[src/rtl/video_pkg.sv]
// Shared types and default sizing for the video line fetch path.
package video_pkg;

  typedef enum logic [1:0] {
    StIdle,
    StReq,
    StAck
  } fetch_state_e;

  localparam int unsigned DefWordsPerLine = 320;
  localparam int unsigned DefBurstLen     = 4;
  localparam int unsigned DefFifoDepth    = 16;

endpackage

[src/rtl/sync_fifo.sv]
// 16-bit first-word fall-through FIFO with synchronous flush and occupancy count.
module sync_fifo #(
  parameter int unsigned DEPTH = 16
) (
  input  logic                     clk_i,
  input  logic                     rst_i,
  input  logic                     flush_i,
  input  logic                     push_i,
  input  logic [15:0]              wdata_i,
  input  logic                     pop_i,
  output logic [15:0]              rdata_o,
  output logic                     valid_o,
  output logic [$clog2(DEPTH):0]   count_o
);

  localparam int unsigned AddrW = $clog2(DEPTH);
  localparam int unsigned CntW  = AddrW + 1;
  localparam logic [CntW-1:0] Full = CntW'(DEPTH);

  logic [15:0]      mem_q [DEPTH];
  logic [AddrW-1:0] wr_ptr_q, rd_ptr_q;
  logic [CntW-1:0]  count_q;
  logic             do_push, do_pop;

  assign do_pop  = pop_i & (count_q != '0);
  // A pop in the same cycle frees the slot, so a full FIFO can still accept.
  assign do_push = push_i & ((count_q != Full) | do_pop);

  always_ff @(posedge clk_i or posedge rst_i) begin
    if (rst_i) begin
      wr_ptr_q <= '0;
      rd_ptr_q <= '0;
      count_q  <= '0;
    end else if (flush_i) begin
      wr_ptr_q <= '0;
      rd_ptr_q <= '0;
      count_q  <= '0;
    end else begin
      if (do_push) wr_ptr_q <= wr_ptr_q + 1'b1;
      if (do_pop)  rd_ptr_q <= rd_ptr_q + 1'b1;
      unique case ({do_push, do_pop})
        2'b10:   count_q <= count_q + 1'b1;
        2'b01:   count_q <= count_q - 1'b1;
        default: count_q <= count_q;
      endcase
    end
  end

  always_ff @(posedge clk_i) begin
    if (do_push && !flush_i) mem_q[wr_ptr_q] <= wdata_i;
  end

  assign rdata_o = mem_q[rd_ptr_q];
  assign valid_o = (count_q != '0);
  assign count_o = count_q;

endmodule

[src/rtl/video_line_fetcher.sv]
// Fetches scanline words from SDRAM in fixed bursts into a line FIFO for the pixel pipeline.
module video_line_fetcher
  import video_pkg::*;
#(
  parameter int unsigned WORDS_PER_LINE = DefWordsPerLine,
  parameter int unsigned BURST_LEN      = DefBurstLen,
  parameter int unsigned FIFO_DEPTH     = DefFifoDepth
) (
  input  logic        clk_i,
  input  logic        rst_i,
  input  logic [23:0] fb_base_x16,
  input  logic        frame_start_i,
  input  logic        line_start_i,
  input  logic        pix_rd_i,
  output logic [15:0] pix_data_o,
  output logic        pix_valid_o,
  output logic        underflow_o,
  output logic        late_o,
  output logic        video_sdram_rd,
  output logic [23:0] video_sdram_addr_x16,
  input  logic        video_sdram_rdy,
  input  logic [15:0] video_sdram_rdata,
  output logic        video_sdram_ack
);

  localparam int unsigned WlW  = $clog2(WORDS_PER_LINE + 1);
  localparam int unsigned BcW  = (BURST_LEN > 1) ? $clog2(BURST_LEN) : 1;
  localparam int unsigned CntW = $clog2(FIFO_DEPTH) + 1;

  localparam logic [WlW-1:0]  WordsLine = WlW'(WORDS_PER_LINE);
  localparam logic [WlW-1:0]  BurstWl   = WlW'(BURST_LEN);
  localparam logic [BcW-1:0]  LastBeat  = BcW'(BURST_LEN - 1);
  localparam logic [CntW-1:0] MaxFill   = CntW'(FIFO_DEPTH - BURST_LEN);
  localparam logic [23:0]     BurstAddr = 24'(BURST_LEN);

  fetch_state_e   state_q, state_d;
  logic [23:0]    cur_addr_q, cur_addr_d;
  logic [23:0]    fb_base_q;
  logic [WlW-1:0] words_left_q, words_left_d;
  logic [BcW-1:0] beat_cnt_q, beat_cnt_d;
  logic           restart_pending_q, restart_pending_d;
  logic           line_pending_q, line_pending_d;
  logic           underflow_q, underflow_d;
  logic           late_q, late_d;
  logic           flush, fifo_push;
  logic [CntW-1:0] fifo_count;

  sync_fifo #(
    .DEPTH (FIFO_DEPTH)
  ) u_fifo (
    .clk_i   (clk_i),
    .rst_i   (rst_i),
    .flush_i (flush),
    .push_i  (fifo_push),
    .wdata_i (video_sdram_rdata),
    .pop_i   (pix_rd_i),
    .rdata_o (pix_data_o),
    .valid_o (pix_valid_o),
    .count_o (fifo_count)
  );

  always_comb begin
    state_d         = state_q;
    beat_cnt_d      = beat_cnt_q;
    cur_addr_d      = cur_addr_q;
    video_sdram_rd  = 1'b0;
    video_sdram_ack = 1'b0;
    fifo_push       = 1'b0;
    flush           = 1'b0;
    unique case (state_q)
      StIdle: begin
        if (restart_pending_q) begin
          flush      = 1'b1;
          cur_addr_d = fb_base_q;
        end else if (!frame_start_i && words_left_q != '0 && fifo_count <= MaxFill) begin
          state_d    = StReq;
          beat_cnt_d = '0;
        end
      end
      StReq: begin
        video_sdram_rd = 1'b1;
        if (video_sdram_rdy) begin
          fifo_push  = 1'b1;
          beat_cnt_d = beat_cnt_q + 1'b1;
          if (beat_cnt_q == LastBeat) state_d = StAck;
        end
      end
      StAck: begin
        video_sdram_ack = 1'b1;
        cur_addr_d      = cur_addr_q + BurstAddr;
        state_d         = StIdle;
      end
      default: state_d = StIdle;
    endcase
  end

  // A line start seen while a restart is outstanding is deferred until the flush.
  always_comb begin
    words_left_d      = words_left_q;
    line_pending_d    = line_pending_q;
    late_d            = late_q;
    restart_pending_d = frame_start_i | (restart_pending_q & ~flush);
    underflow_d       = underflow_q | (pix_rd_i & ~pix_valid_o);
    if (state_q == StAck) words_left_d = words_left_q - BurstWl;
    if (flush) begin
      words_left_d   = line_pending_q ? WordsLine : '0;
      line_pending_d = 1'b0;
    end
    if (line_start_i) begin
      if (frame_start_i || (restart_pending_q && !flush)) begin
        line_pending_d = 1'b1;
      end else if (flush || words_left_q == '0) begin
        words_left_d = WordsLine;
      end else begin
        late_d = 1'b1;
      end
    end
  end

  always_ff @(posedge clk_i or posedge rst_i) begin
    if (rst_i) begin
      state_q           <= StIdle;
      cur_addr_q        <= '0;
      fb_base_q         <= '0;
      words_left_q      <= '0;
      beat_cnt_q        <= '0;
      restart_pending_q <= 1'b0;
      line_pending_q    <= 1'b0;
      underflow_q       <= 1'b0;
      late_q            <= 1'b0;
    end else begin
      state_q           <= state_d;
      cur_addr_q        <= cur_addr_d;
      words_left_q      <= words_left_d;
      beat_cnt_q        <= beat_cnt_d;
      restart_pending_q <= restart_pending_d;
      line_pending_q    <= line_pending_d;
      underflow_q       <= underflow_d;
      late_q            <= late_d;
      if (frame_start_i) fb_base_q <= fb_base_x16;
    end
  end

  assign video_sdram_addr_x16 = cur_addr_q;
  assign underflow_o          = underflow_q;
  assign late_o               = late_q;

endmodule

[config.mk]
export PLATFORM = sky130hd
export DESIGN_NAME = video_line_fetcher
export DESIGN_NICKNAME = d
export VERILOG_FILES = /design/src/rtl/video_pkg.sv /design/src/rtl/sync_fifo.sv /design/src/rtl/video_line_fetcher.sv
export SDC_FILE = /design/constraint.sdc
export NUM_CORES = 1
export LEC_CHECK = 0
export CAP_MARGIN = 20
export CORE_MARGIN = 10
export CORE_UTILIZATION = 24
export CTS_BUF_LIST = sky130_fd_sc_hd__clkbuf_16
export DETAILED_ROUTE_END_ITERATION = 7
export PLACE_DENSITY_LB_ADDON = 0.3
export SYNTH_ARGS = -nofsm -noshare
export SYNTH_HDL_FRONTEND = slang
export SYNTH_HIERARCHICAL = 1
export SYNTH_SLANG_ARGS = --single-unit
[constraint.sdc]
create_clock -name clk_i -period 3.7 [get_ports clk_i]
set_clock_uncertainty 0.2 [all_clocks]
set_input_delay 0.37 -clock clk_i [delete_from_list [all_inputs] [get_ports clk_i]]
set_output_delay 0.37 -clock clk_i [all_outputs]
set_load 0.02 [all_outputs]
==> flow_summary.toml, run 1 <==
[finish]
drive_gt1_share_pct = 26.2
area_delta_synth_final_pct = 23.9
utilization_pct = 30.2
final_cell_count_no_fill = 1681
n_antenna_cell = 0
fillerInstances = 5555
nNetsFinal = 955

[clock_network]
cts_resized = 0
numCtsBuffers = 38
cts.clk_slew.worst_paths_ns = 0.06
cts_sinks = 334
cts_buffer_depth = 3
worstSkewPairLatency_ns = 0.55
tritoncts = "built"
htree_levels = 2
root_buffer = "clkbuf_16"

[pwr]
p_sw_share_pct = 31.2
pwr-share-comb_pct = 30.5
internal_power_mw = 8.58
p_sw_mw = 3.89
powerDensity_mw_per_mm2 = 728
power_frac_clock_pct = 30.7
p_leak_nw = 5.74
pwr-share-seq_pct = 38.8
peakVddDrop_uv = 342

[route]
antenna_violating_nets_post_route = 0
drt-initial-drc-count = 427
vias = 7482
viasPerCell = 4.45
avgRoutedWirePerCell_um = 19.7
drt-pass1-iter-count = 7
drcViolationCount = 0
drt_wl_total_um = 33100

[synthesis]
synth_nets = 822
synth_cells = 763
yosysTopAreaCellShare_pct = 55.6
yosys.area.top_type = "edfxtp_1"
avgSynthCellArea_um2 = 18.1
synth_edf_count = 256
synth-main-ff-cell = "edfxtp_1"
yosys-top-cells-count = "256 x edfxtp_1, 80 x mux4_2, 78 x dfrtp_1"
yosysMostFrequentCell = "edfxtp_1"
yosysSeqAreaShare_pct = 69.7
synth_cell_type_count = 71
syn_area_mm2 = 0.0138
async_reset_ff_share_pct = 23.4
ys_seq_elements = 334
synthTopCellsByArea = "edfxtp_1 56%, dfrtp_1 14%, mux4_2 13%"
ys_warn_count = 6

[global_route]
busiest_layer = "met2"
grt_util_met3_pct = 2.75
grt_pass1_wl_um = 50600
antenna_found_initial = 2
grt_use_met1_pct = 12.7
grt_pass1_vias = 7978
grt_util_all_layers_pct = 9.83
met2_usage_pct = 16.0
grt-ovfl-total = 0
grt_max_degree = 68

[sta]
setup_violations = 0
final-hold-violation-count = 0
max_clock_freq_ghz = 0.284
slew_headroom_pct = 56.9
finalCriticalPeriod_ns = 3.52
setup_ws_ns = 0.176
whs_ns = 0.234
rsz0062_at_grt = "no"
worst_pin_slew_ns = 0.644
final.period_utilization_pct = 95.2
finalSetupTns_ns = 0
slew_viol_final = 0

[floorplan]
initial_utilization_pct = 24.4
io_pins = 91
rows = 87
coreArea_mm2 = 0.0567
die_w_um = 260
fp.dieArea_mm2 = 0.0676
die_h_um = 260

[setup_path]
end_kind = "primary output"
arrival_ns = 2.95
cp-start-kind = "register"
critPathKind = "reg -> out"
crit_path_max_fanout = 23
required_ns = 3.13

[placed_design]
place.gp.congestion = 0.718
hpwl_um = 20500
pre_cts_ws_ns = 0.502
post-place-cells = 1608
port_buffers = 90

[outcome]
status = "complete, no violations"

[job]
cap_violations = 0

[hold_path]
hold_path.class = "in -> reg"
-- stage by stage --
| stage | cell area [um^2] | power, mW |
|---|---|---|
| global placement | 15800 | 8.75 |
| floorplan | 13800 | 7.36 |
| finish | 17100 | 12.5 |
| CTS | 17100 | 12.7 |
| global route | 17100 | 13.1 |
| detailed placement | 15800 | 8.78 |
-- worst paths after layout --
check,cells past startpoint,to,from,slack (ns)
hold / removal,2,fb_base_q[10]$_DFFE_PP0P_,fb_base_x16[10],0.23
hold reg to reg,2,video_sdram_addr_x16[1]$_DFFE_PP0P_,fb_base_q[1]$_DFFE_PP0P_,0.27
max in group asynchronous,4,fb_base_q[12]$_DFFE_PP0P_,rst_i,2.05
min in group asynchronous,3,state_q[0]$_DFFE_PP0P_,rst_i,0.55
setup reg to reg,8,u_fifo/count_o[4]$_DFFE_PP0P_,u_fifo/count_o[0]$_DFFE_PP0P_,0.77
setup / recovery,4,pix_data_o[9],u_fifo/rd_ptr_q[0]$_DFFE_PP0P_,0.18
-- area by class of cell --
cell class / count / area [um^2] / area share (%)
clock buffers: 38 / 951 / 5.55
repair buffers: 131 / 1270 / 7.43
inverters: 19 / 76.3 / 0.445
flip-flops and latches: 334 / 9640 / 56.3
well taps: 756 / 946 / 5.52
clock inverters: 31 / 333 / 1.94
multi-input cells: 372 / 3920 / 22.9
-- worst max-delay path: stages (launching register included) --
cell and delay, ns:
dfrtp_4 0.53, buf_12 0.25, mux4_2 0.53, mux4_2 0.51
clkdlybuf4s50_1 0.57
-- state kept, by name, indices dropped and copies added (netlist names) --
signal	flops
beat_cnt_q	2
fb_base_q	24
late_o	1
line_pending_q	1
restart_pending_q	1
state_q	2
u_fifo/count_o	5
u_fifo/mem_q	256
u_fifo/rd_ptr_q	4
u_fifo/wr_ptr_q	4
underflow_o	1
video_sdram_addr_x16	24
words_left_q	9
-- cells by family (layout without fill, tap and decap cells) --
group / Yosys count / in the layout / synth area share [%]
simple gates: 152 / 152 / 6.20
fa+ha+maj: 13 / 13 / 1.23
flops: 334 / 334 / 69.7
xor+xnor: 11 / 11 / 0.697
buf+inv: 57 / 219 / 2.28
mux: 107 / 107 / 15.2
compound gates: 89 / 89 / 4.70
-- what timing repair did --
action | CTS | global route
hold buffers | 1 | 0
buffers inserted | 3 | 0
setup endpoints to repair | 9 | 0
endpoints found under the hold margin | 16 | 0
-- power by group through the flow --
stage / registers, mW / logic [mW] / clock network (mW)
after floorplan: 4.90 / 2.45 / 0
after global placement: 4.94 / 3.81 / 0
after detailed placement: 4.94 / 3.83 / 0
after CTS: 4.84 / 3.90 / 3.97
after global routing: 4.90 / 4.14 / 4.11
final: 4.84 / 3.80 / 3.83
-- cell usage in the layout (no fill, tap or decap), drive strengths merged, types with 14 or more instances in the layout --
| cell | instances |
|---|---|
| clkinv | 22 |
| edfxtp | 256 |
| clkbuf | 38 |
| nor2 | 52 |
| nand2 | 25 |
| mux2 | 25 |
| mux4 | 80 |
| dfrtp | 78 |
| inv | 22 |
| clkdlybuf4s50 | 90 |
| a211oi | 14 |
| buf | 40 |
-- per-layer routing --
metal / vias to the layer above / wire (um)
li1: 3325 / -
met3: 47 / 1910
met5: - / 27
met2: 167 / 15800
met4: 4 / 578
met1: 3939 / 14800
Power figures use the tool's default switching activity.
==> run 2, diff against run 1 <==
--- a/config.mk
+++ b/config.mk
@@ -9,6 +9,7 @@
 export CORE_MARGIN = 10
 export CORE_UTILIZATION = 24
 export CTS_BUF_LIST = sky130_fd_sc_hd__clkbuf_16
+export CTS_CLUSTER_SIZE = 14
 export DETAILED_ROUTE_END_ITERATION = 7
 export PLACE_DENSITY_LB_ADDON = 0.3
 export SYNTH_ARGS = -nofsm -noshare
==> run 2 against run 1 <==
Global-route usage unchanged. Non-clock buffer count unchanged. Largest cell class unchanged. First-iteration DRC count increased by 3.0%.
==> flow_summary.toml, run 2 (synthesis gave the netlist of run 1 again) <==
[floorplan]
rows = 87
coreArea_mm2 = 0.0567
die_w_um = 260
initial_utilization_pct = 24.4
die_h_um = 260
fp.dieArea_mm2 = 0.0676
io_pins = 91

[sta]
whs_ns = 0.233
final-hold-violation-count = 0
rsz0062_at_grt = "no"
final.period_utilization_pct = 95.1
slew_headroom_pct = 56.4
finalSetupTns_ns = 0
max_clock_freq_ghz = 0.284
slew_viol_final = 0
finalCriticalPeriod_ns = 3.52
setup_violations = 0
worst_pin_slew_ns = 0.652

[setup_path]
arrival_ns = 2.95
cp_slowest_stage_delay_ns = 0.57
timing.critical_path.buf_inv = 2
critical_path_depth = 4
worstRegToRegCells = 8
end_kind = "primary output"
critPathKind = "reg -> out"
worstReg2RegStart = "u_fifo/count_o[0]$_DFFE_PP0P_"
crit_path_max_fanout = 23
required_ns = 3.13
rr_endpoint = "u_fifo/count_o[4]$_DFFE_PP0P_"
worstSetupEndpoint = "pix_data_o[9]"
rrSetupSlack_ns = 0.77
critPathLaunch = "u_fifo/rd_ptr_q[0]$_DFFE_PP0P_"
path_cells = "buf_12 > mux4_2 > mux4_2 > clkdlybuf4s50_1"
slowest_stage = "clkdlybuf4s50_1"
cp_top_family = "multiplexers"
cpMostUsedCell = "mux4_2"
cp-start-kind = "register"

[route]
drt-pass1-iter-count = 5
avgRoutedWirePerCell_um = 19.7
vias = 7498
drcViolationCount = 0
drt_wl_total_um = 33200
drt-initial-drc-count = 440
viasPerCell = 4.46
antenna_violating_nets_post_route = 0

[hold_path]
hp-start = "fb_base_x16[10]"
min_path_cells = 2
hold_path.class = "in -> reg"

[placed_design]
hpwl_um = 20500
placedInstanceArea_mm2 = 0.0158
place.gp.congestion = 0.718
port_buffers = 90

[finish]
final_cell_mix = "256 x edfxtp_1, 90 x clkdlybuf4s50_1, 80 x mux4_2"
regMostFlops = "u_fifo/mem_q"
largest_register_ffs = 256
drive_gt1_share_pct = 26.2
n_antenna_cell = 0
area_delta_synth_final_pct = 23.9
final_area_mm2 = 0.0171
nNetsFinal = 955
final_common_cell = "edfxtp_1"

[pwr]
powerDensity_mw_per_mm2 = 728
p_leak_nw = 5.74
peakVddDrop_uv = 342

[clock_network]
numCtsBuffers = 38
cts_sinks = 334
worstSkewPairLatency_ns = 0.55
cts_resized = 0
cts_buffer_depth = 3
cts.clk_slew.worst_paths_ns = 0.06
htree_levels = 2
tritoncts = "built"
root_buffer = "clkbuf_16"

[job]
cap_violations = 0

[global_route]
grt-ovfl-total = 0
grt_util_all_layers_pct = 9.83
grt_max_degree = 68
grt_pass1_wl_um = 50600
antenna_found_initial = 2
grt_pass1_vias = 7978

[outcome]
status = "complete, no violations"
-- run 2: cell counts in the layout (fill, tap and decap cells not counted) --
Identical to the previous run, type by type.
-- run 2: layout make-up --
cell class / instances / area (um^2)
sequential: 334 / 9640
timing repair buffer: 131 / 1270
inverter: 19 / 76.3
multi-input combinational: 372 / 3920
fill: 5555 / 39600
clock buffer: 38 / 951
clock inverter: 31 / 333
tap: 756 / 946
-- run 2: power breakdown --
part           internal (mW)  switching (mW)
Sequential              4.43           0.416
Clock                   2.30            1.53
Combinational           1.86            1.95
-- run 2: per-stage QoR --
step                      setup slack [ns]  util, %  instances  power [mW]
after floorplan                      0.849        -        763        7.36
after global placement               0.520     27.9       1608        8.75
after detailed placement             0.502     27.9       1608        8.78
after CTS                            0.117     30.2       1681        12.7
after global routing                0.0676     30.2       1681        13.1
final                                0.180     30.2       1681        12.5
-- run 2: what timing repair did --
action / CTS / global route
setup buffers: 3 / 0
hold buffers: 1 / 0
endpoints found under the setup margin: 9 / 0
hold endpoints to repair: 16 / 0
-- run 2: metal layers --
| metal | track usage (%) | up-vias | routed length [um] |
|---|---|---|---|
| met1 | 12.7 | 3947 | 14900 |
| met5 | 0 | - | 27 |
| met4 | 2.63 | 4 | 596 |
| met3 | 2.75 | 52 | 1860 |
| li1 | - | 3328 | - |
| met2 | 16.0 | 167 | 15900 |
-- run 2: worst register-to-register path, stage by stage (launching register included) --
cell	delay, ns
dfrtp_1	0.44
or4_4	0.65
o211ai_2	0.30
inv_1	0.13
ha_1	0.32
or2_2	0.33
o21a_1	0.13
o2111ai_1	0.21
a21oi_1	0.10
-- run 2: how the worst min path moves through the flow --
stage / slack, ns / end
after global routing: 0.21 / fb_base_q[10]$_DFFE_PP0P_
after global placement: 0.26 / video_sdram_addr_x16[0]$_DFFE_PP0P_
after floorplan: 0.05 / u_fifo/count_o[0]$_DFFE_PP0P_
after CTS: 0.20 / fb_base_q[7]$_DFFE_PP0P_
after detailed placement: 0.27 / video_sdram_addr_x16[1]$_DFFE_PP0P_
final: 0.23 / fb_base_q[10]$_DFFE_PP0P_
